==> src/rtl/dram_dq_sched_pkg.sv <==
// Shared types and constants for the DQ read/write scheduler.
//   sched_state_e : scheduler FSM state encoding
//   BEATS_*       : data beats per burst length
//   RD_SYNC_LAT   : fixed capture + resync delay on the read return path
//   *_LAT_MIN/MAX : legal command-to-data latency window
package dram_dq_sched_pkg;

  typedef enum logic [2:0] {
    IDLE,
    WR_WAIT,
    WR_BURST,
    RD_WAIT,
    RD_BURST,
    RD_DRAIN,
    TURN
  } sched_state_e;

  localparam int unsigned BEATS_BL4   = 2;
  localparam int unsigned BEATS_BL8   = 4;
  localparam int unsigned RD_SYNC_LAT = 2;

  localparam logic [2:0] RD_LAT_MIN = 3'd2;
  localparam logic [2:0] RD_LAT_MAX = 3'd7;
  localparam logic [2:0] WR_LAT_MIN = 3'd1;
  localparam logic [2:0] WR_LAT_MAX = 3'd7;

  // Pull an out-of-range latency back to the nearest legal bound.
  function automatic logic [2:0] clamp_lat(input logic [2:0] lat,
                                           input logic [2:0] lo,
                                           input logic [2:0] hi);
    logic [2:0] r;
    r = lat;
    if (lat < lo) r = lo;
    if (lat > hi) r = hi;
    return r;
  endfunction

  // Burst beat count minus one, used as a down-counter load value.
  function automatic logic [2:0] beats_m1(input logic bl4);
    return bl4 ? 3'(BEATS_BL4 - 1) : 3'(BEATS_BL8 - 1);
  endfunction

endpackage

==> src/rtl/dram_dq_slot_cnt.sv <==
// Capture-slot pointer for the read data path. Free-running 2-bit count that
// advances once per valid read beat and only reloads on reset, so it stays
// aligned with the pad-side capture pointer across commands.
//   clk_i    : DRAM-domain clock
//   arst_l_i : asynchronous active-low reset
//   inc_i    : advance the pointer at the next edge
//   slot_o   : current capture slot (reset value 1)
module dram_dq_slot_cnt (
  input  logic       clk_i,
  input  logic       arst_l_i,
  input  logic       inc_i,
  output logic [1:0] slot_o
);

  logic [1:0] slot_q, slot_d;

  always_comb begin
    slot_d = slot_q;
    if (inc_i) slot_d = slot_q + 2'd1;
  end

  always_ff @(posedge clk_i or negedge arst_l_i) begin
    if (!arst_l_i) slot_q <= 2'b01;
    else           slot_q <= slot_d;
  end

  assign slot_o = slot_q;

endmodule

==> src/rtl/dram_dq_rdwr_sched.sv <==
// DQ read/write scheduler. Accepts one read or write command at a time from
// IDLE, then times the DQ drive window (writes) or the pad capture window and
// the delayed data-valid window (reads) off a single latency/beat down-counter.
//   clk, arst_l                  : clock, async active-low reset
//   cfg_burst_four               : 1 = BL4 (2 beats), 0 = BL8 (4 beats)
//   cfg_rd_lat / cfg_wr_lat      : accept-to-data latency (clamped to legal)
//   cfg_turn                     : idle cycles after a read
//   rd_req / wr_req              : command requests, held until acked
//   rd_ack / wr_ack              : one-cycle accept pulses
//   dram_io_drive_enable         : write drive window
//   dram_io_pad_enable           : read capture window
//   burst_length_four            : burst length latched at accept
//   pad_pos_cnt / pad_neg_cnt    : capture slot select (identical)
//   rd_data_vld                  : read data valid
//   busy                         : not in IDLE
//
// state    | meaning
// IDLE     | waiting for a request, arbitration happens here
// WR_WAIT  | write accepted, counting down write latency
// WR_BURST | driving DQ, counting down beats
// RD_WAIT  | read accepted, counting down read latency
// RD_BURST | pad capture window open, counting down beats
// RD_DRAIN | last beats emerging from the capture/resync pipe
// TURN     | read-to-next-command bus turnaround
module dram_dq_rdwr_sched
  import dram_dq_sched_pkg::*;
(
  input  logic       clk,
  input  logic       arst_l,
  input  logic       cfg_burst_four,
  input  logic [2:0] cfg_rd_lat,
  input  logic [2:0] cfg_wr_lat,
  input  logic [1:0] cfg_turn,
  input  logic       rd_req,
  input  logic       wr_req,
  output logic       rd_ack,
  output logic       wr_ack,
  output logic       dram_io_drive_enable,
  output logic       dram_io_pad_enable,
  output logic       burst_length_four,
  output logic [1:0] pad_pos_cnt,
  output logic [1:0] pad_neg_cnt,
  output logic       rd_data_vld,
  output logic       busy
);

  sched_state_e state_q, state_d;
  logic [2:0]   cnt_q, cnt_d;
  logic         bl4_q, bl4_d;
  logic [1:0]   turn_q, turn_d;
  logic         last_wr_q, last_wr_d;

  logic rd_ack_q, rd_ack_d;
  logic wr_ack_q, wr_ack_d;
  logic drv_q, drv_d;
  logic pad_q, pad_d;
  logic vld_q, vld_d;
  logic busy_q, busy_d;

  logic       grant_rd, grant_wr;
  logic [3:0] vld_cnt_lim;
  logic [1:0] slot;

  // Round-robin between the two types only matters when both are pending.
  always_comb begin
    grant_rd = 1'b0;
    grant_wr = 1'b0;
    if (state_q == IDLE) begin
      grant_rd = rd_req & (~wr_req | last_wr_q);
      grant_wr = wr_req & ~grant_rd;
    end
  end

  always_comb begin
    state_d   = state_q;
    cnt_d     = cnt_q;
    bl4_d     = bl4_q;
    turn_d    = turn_q;
    last_wr_d = last_wr_q;
    case (state_q)
      IDLE: begin
        if (grant_rd) begin
          state_d   = RD_WAIT;
          cnt_d     = clamp_lat(cfg_rd_lat, RD_LAT_MIN, RD_LAT_MAX) - 3'd1;
          bl4_d     = cfg_burst_four;
          turn_d    = cfg_turn;
          last_wr_d = 1'b0;
        end else if (grant_wr) begin
          state_d   = WR_WAIT;
          cnt_d     = clamp_lat(cfg_wr_lat, WR_LAT_MIN, WR_LAT_MAX) - 3'd1;
          bl4_d     = cfg_burst_four;
          turn_d    = cfg_turn;
          last_wr_d = 1'b1;
        end
      end
      WR_WAIT: begin
        if (cnt_q == 3'd0) begin
          state_d = WR_BURST;
          cnt_d   = beats_m1(bl4_q);
        end else cnt_d = cnt_q - 3'd1;
      end
      WR_BURST: begin
        if (cnt_q == 3'd0) state_d = IDLE;
        else               cnt_d   = cnt_q - 3'd1;
      end
      RD_WAIT: begin
        if (cnt_q == 3'd0) begin
          state_d = RD_BURST;
          cnt_d   = beats_m1(bl4_q);
        end else cnt_d = cnt_q - 3'd1;
      end
      RD_BURST: begin
        if (cnt_q == 3'd0) begin
          state_d = RD_DRAIN;
          cnt_d   = 3'(RD_SYNC_LAT - 1);
        end else cnt_d = cnt_q - 3'd1;
      end
      RD_DRAIN: begin
        if (cnt_q == 3'd0) begin
          if (turn_q == 2'd0) state_d = IDLE;
          else begin
            state_d = TURN;
            cnt_d   = {1'b0, turn_q} - 3'd1;
          end
        end else cnt_d = cnt_q - 3'd1;
      end
      TURN: begin
        if (cnt_q == 3'd0) state_d = IDLE;
        else               cnt_d   = cnt_q - 3'd1;
      end
      default: state_d = IDLE;
    endcase
  end

  // Valid trails the pad window by RD_SYNC_LAT, so inside RD_BURST it is only
  // high once that many beats have gone by (beat counter below beats-sync).
  assign vld_cnt_lim = {1'b0, beats_m1(bl4_q)} + 4'd1 - 4'(RD_SYNC_LAT);

  always_comb begin
    rd_ack_d = grant_rd;
    wr_ack_d = grant_wr;
    drv_d    = (state_d == WR_BURST);
    pad_d    = (state_d == RD_BURST);
    vld_d    = (state_d == RD_DRAIN) |
               ((state_d == RD_BURST) & ({1'b0, cnt_d} < vld_cnt_lim));
    busy_d   = (state_d != IDLE);
  end

  always_ff @(posedge clk or negedge arst_l) begin
    if (!arst_l) begin
      state_q   <= IDLE;
      cnt_q     <= 3'd0;
      bl4_q     <= 1'b0;
      turn_q    <= 2'd0;
      last_wr_q <= 1'b1;
      rd_ack_q  <= 1'b0;
      wr_ack_q  <= 1'b0;
      drv_q     <= 1'b0;
      pad_q     <= 1'b0;
      vld_q     <= 1'b0;
      busy_q    <= 1'b0;
    end else begin
      state_q   <= state_d;
      cnt_q     <= cnt_d;
      bl4_q     <= bl4_d;
      turn_q    <= turn_d;
      last_wr_q <= last_wr_d;
      rd_ack_q  <= rd_ack_d;
      wr_ack_q  <= wr_ack_d;
      drv_q     <= drv_d;
      pad_q     <= pad_d;
      vld_q     <= vld_d;
      busy_q    <= busy_d;
    end
  end

  dram_dq_slot_cnt u_slot_cnt (
    .clk_i    (clk),
    .arst_l_i (arst_l),
    .inc_i    (vld_q),
    .slot_o   (slot)
  );

  assign rd_ack               = rd_ack_q;
  assign wr_ack               = wr_ack_q;
  assign dram_io_drive_enable = drv_q;
  assign dram_io_pad_enable   = pad_q;
  assign burst_length_four    = bl4_q;
  assign rd_data_vld          = vld_q;
  assign busy                 = busy_q;
  assign pad_pos_cnt          = slot;
  assign pad_neg_cnt          = slot;

endmodule

==> config.mk <==
export PLATFORM = sky130hd
export DESIGN_NAME = dram_dq_rdwr_sched
export DESIGN_NICKNAME = d
export VERILOG_FILES = /design/src/rtl/dram_dq_sched_pkg.sv /design/src/rtl/dram_dq_slot_cnt.sv /design/src/rtl/dram_dq_rdwr_sched.sv
export SDC_FILE = /design/constraint.sdc
export NUM_CORES = 1
export LEC_CHECK = 0
export ABC_AREA = 1
export BUFFER_PORTS_ARGS = -buffer_cell sky130_fd_sc_hd__buf_2
export CAP_MARGIN = 20
export CORE_AREA = 2 2 57 70
export CTS_CLUSTER_DIAMETER = 60
export CTS_CLUSTER_SIZE = 10
export DETAILED_ROUTE_END_ITERATION = 7
export DIE_AREA = 0 0 59 72
export HOLD_SLACK_MARGIN = 0.03
export PLACE_DENSITY = 0.67
export SYNTH_ARGS = -nofsm -noshare
export SYNTH_HDL_FRONTEND = slang
export SYNTH_SLANG_ARGS = --single-unit
==> constraint.sdc <==
create_clock -name clk -period 1.7 [get_ports clk]
set_input_delay 0.085 -clock clk [delete_from_list [all_inputs] [get_ports clk]]
set_output_delay 0.085 -clock clk [all_outputs]
set_load 0.01 [all_outputs]
==> reports/qor.tcl <==
set qor(final_nets) 223
set qor(layout_worst_path_cycle_share) 0.951
set qor(clockPowerShare) 0.115
set qor(area_of_the_die_um2) 4250
set qor(timing.critical_path.arrival_ns) 1.76
set qor(p_sw_frac) 0.469
set qor(clock-root-buffer) {clkbuf_8}
set qor(yosys_most_used_dff) {dfrtp_1}
set qor(final_antenna_diode_count) 0
set qor(synth_area_per_cell_um2) 7.18
set qor(first_pass_grt_wire_length_um) 4690
set qor(slew-limit-headroom) 0.725
set qor(met1Wirelength_um) 1220
set qor(skew_ns) 0.000767
set qor(die_height_um) 72
set qor(comb_power_share) 0.607
set qor(drt-vias-per-instance) 4.82
set qor(worst_hold_slack_ns) 0.0454
set qor(finalNonFillerCells) 243
set qor(grt_usage) 0.142
set qor(port_buffer_count) 23
set qor(fp.coreArea_um2) 3540
set qor(most_common_library_cell_in_the_layout_ignoring_fill_and_taps) {nand2_1}
set qor(pin_count) 24
set qor(worst_pin_slew_ns) 0.413
set qor(detail-route-antenna-nets) 0
set qor(dpl_cell_area_um2) 1390
set qor(number_of_endpoints_failing_setup_at_the_final_stage) 0
set qor(routed-via-count) 1171
set qor(cellLeakagePower_nw) 0.838
set qor(launching_point_of_the_worst_reg2reg_path) {cnt_q[1]}
set qor(syn_inst) 167
set qor(clock_insertion_delay_worst_skew_ns) 0.25
set qor(min_period_ns) 1.62
set qor(synth_seq_area_share) 0.378
set qor(postLayoutCoreUtil) 0.438
set qor(worst-setup-path-type) {reg2reg}
set qor(totalPowerFinal_mw) 3.06
set qor(net-switching-power_mw) 1.43
set qor(number_of_sinks_handled_by_clock_tree_synthesis) 18
set qor(final-hold-violation-count) 0
set qor(place.detailed.hpwl_um) 2070
set qor(timing.critical_path.to_type) {flip-flop}
set qor(path_clk_slew_ns) 0.07
set qor(yosys_warnings) 0
set qor(area_growth_pct) 29.3
set qor(die_width_um) 59
set qor(layout_common_cells) {nand2_1, buf_2, nor2_1, inv_1, dfrtp_1}
set qor(postSynthNetCount) 185
set qor(rows) 24
set qor(power.density_cell_area_nw_per_um2) 1970
set qor(layout.cell_area.non_filler_um2) 1550
set qor(max_freq_mhz) 619
set qor(crit_start) {cnt_q[1]}
set qor(fraction_of_final_layout_cells_with_drive_strength_greater_than_1) 0.314
set qor(cts-root-to-sink-buffers) 2
set qor(first_global_vias) 1102
set qor(pwr-share-seq) 0.277
set qor(overflow) 0
set qor(grt_setup_unrepaired) {yes}
set qor(share_of_flip_flops_with_an_asynchronous_set_or_reset_after_synthesis) 1.00
set qor(cts_made_buffers) 3
set qor(drt_iter0_drc) 42
set qor(outcome) {completed}
set qor(hold_path_class) {in2reg}
set qor(synth.lib_cells_used.distinct) 25
set qor(min-delay-start) {cfg_turn[1]}
set qor(syn-cell-area_um2) 1200
set qor(internal_power_mw) 1.63
set qor(firstDrtPassIters) 4
set qor(remaining_drc_errors) 0
set qor(maxCapViolCount) 0
set qor(startpoint_type) {flip-flop}
set qor(required_ns) 1.84
set qor(dr.max_layer_used) {met4}
set qor(gpl.final_weighted_congestion) 0.832
set qor(cts_htree_levels) 1
set qor(clock_tree_from_tritoncts) {yes}
set qor(dpl.cell_count) 232
set qor(met3_wirelength_um) 91
set qor(count_of_state_elements_after_synthesis) 18
set qor(number_of_enable_type_register_cells_in_the_synthesized_netlist) 0
set qor(grt_start_max_net_pins) 19
set qor(wl_per_cell_um) 11.7
set qor(maxSlewViolCount) 0
set qor(finalWirelength_um) 2840
set qor(max-vdd-ir-drop_v) 0.000854
set qor(initial_core_util) 0.338
set qor(route.met2.wl_um) 1470
set qor(antenna_found_initial) 0
set qor(worst-path-max-fanout) 7
power groups by stage:
stage | Sequential [mW] | Clock [mW] | Combinational (mW)
after floorplan | 0.817 | 0 | 1.15
after global placement | 0.833 | 0 | 1.58
after detailed placement | 0.832 | 0 | 1.59
after CTS | 0.830 | 0.358 | 1.62
after global routing | 0.873 | 0.383 | 2.10
final | 0.849 | 0.353 | 1.86
per-layer routing:
layer  vias to the layer above  GRT usage
met5                         -          0
met4                         0     0.0707
met2                        28      0.230
met1                       539      0.181
met3                         7     0.0214
li1                        597          -
synthesized netlist by cell type, drive strengths merged (2+ instances only):
library cell / n / area, µm²
dfrtp: 16 / 400
nor2: 29 / 143
o21ai: 9 / 45.0
a21oi: 5 / 25.0
nand2: 48 / 185
nand3: 16 / 103
inv: 25 / 93.8
ha: 5 / 62.6
dfstp: 2 / 52.6
or2: 2 / 12.5
buf: 3 / 22.5
logic make-up after synthesis:
| kind of cell | count (synthesis) | synth area share |
|---|---|---|
| AO/OA/AOI/OAI | 18 | 0.0835 |
| AND/OR/NAND/NOR | 96 | 0.375 |
| flip-flops | 18 | 0.378 |
| XOR/XNOR | 2 | 0.0146 |
| adder cells (fa/ha/maj) | 5 | 0.0522 |
| buffers and inverters | 28 | 0.0971 |
sequential cells by signal, summed over array words and instances (netlist names), named ones only:
| register | flops |
|---|---|
| u_slot_cnt.slot_o | 2 |
| cnt_q | 2 |
| busy | 1 |
| rd_data_vld | 1 |
| last_wr_q | 1 |
| dram_io_drive_enable | 1 |
| dram_io_pad_enable | 1 |
| turn_q | 2 |
| burst_length_four | 1 |
| wr_ack | 1 |
| rd_ack | 1 |
| state_q | 3 |
final timing paths:
kind / endpoint / slack [ns] / cells after the start
min reg2reg: u_slot_cnt.slot_o[0] / 0.47 / 1
min in group asynchronous: turn_q[0] / 0.30 / 2
min: turn_q[1] / 0.05 / 3
max reg2reg: busy / 0.08 / 9
max in group asynchronous: last_wr_q / 1.08 / 2
max: busy / 0.08 / 9
final cells by class:
class                           count  area (µm²)
Clock buffer                        4        55.1
Multi-Input combinational cell    121         678
Sequential cell                    18         457
Inverter                           25        93.8
Fill cell                         358        1990
Timing Repair Buffer               36         218
Tap cell                           39        48.8
through the flow:
step / setup slack, ns / TNS, ns
6_report: 0.0834 / 0
5_1_grt: -0.0287 / -0.0504
4_1_cts: 0.0196 / 0
3_5_place_dp: -0.0267 / -0.0267
3_3_place_gp: 0.0187 / 0
2_1_floorplan: 0.0184 / 0
critical path, stage by stage (launching register included):
cell     delay (ns)
dfrtp_1        0.39
inv_2          0.09
ha_4           0.14
inv_2          0.04
nor2_4         0.16
nand2_1        0.08
nand3_2        0.08
nand3_2        0.08
or2_1          0.25
or2_1          0.20
what timing repair did:
item                                    4_1_cts  5_1_grt
gates resized for setup                       1       16
pin swaps                                     0        6
endpoints found under the setup margin        1        4
hold buffers                                  2        0
hold endpoints to repair                     17        0
buffers inserted                              0        5
gates cloned                                  0        0
Power figures use the tool's default switching activity.
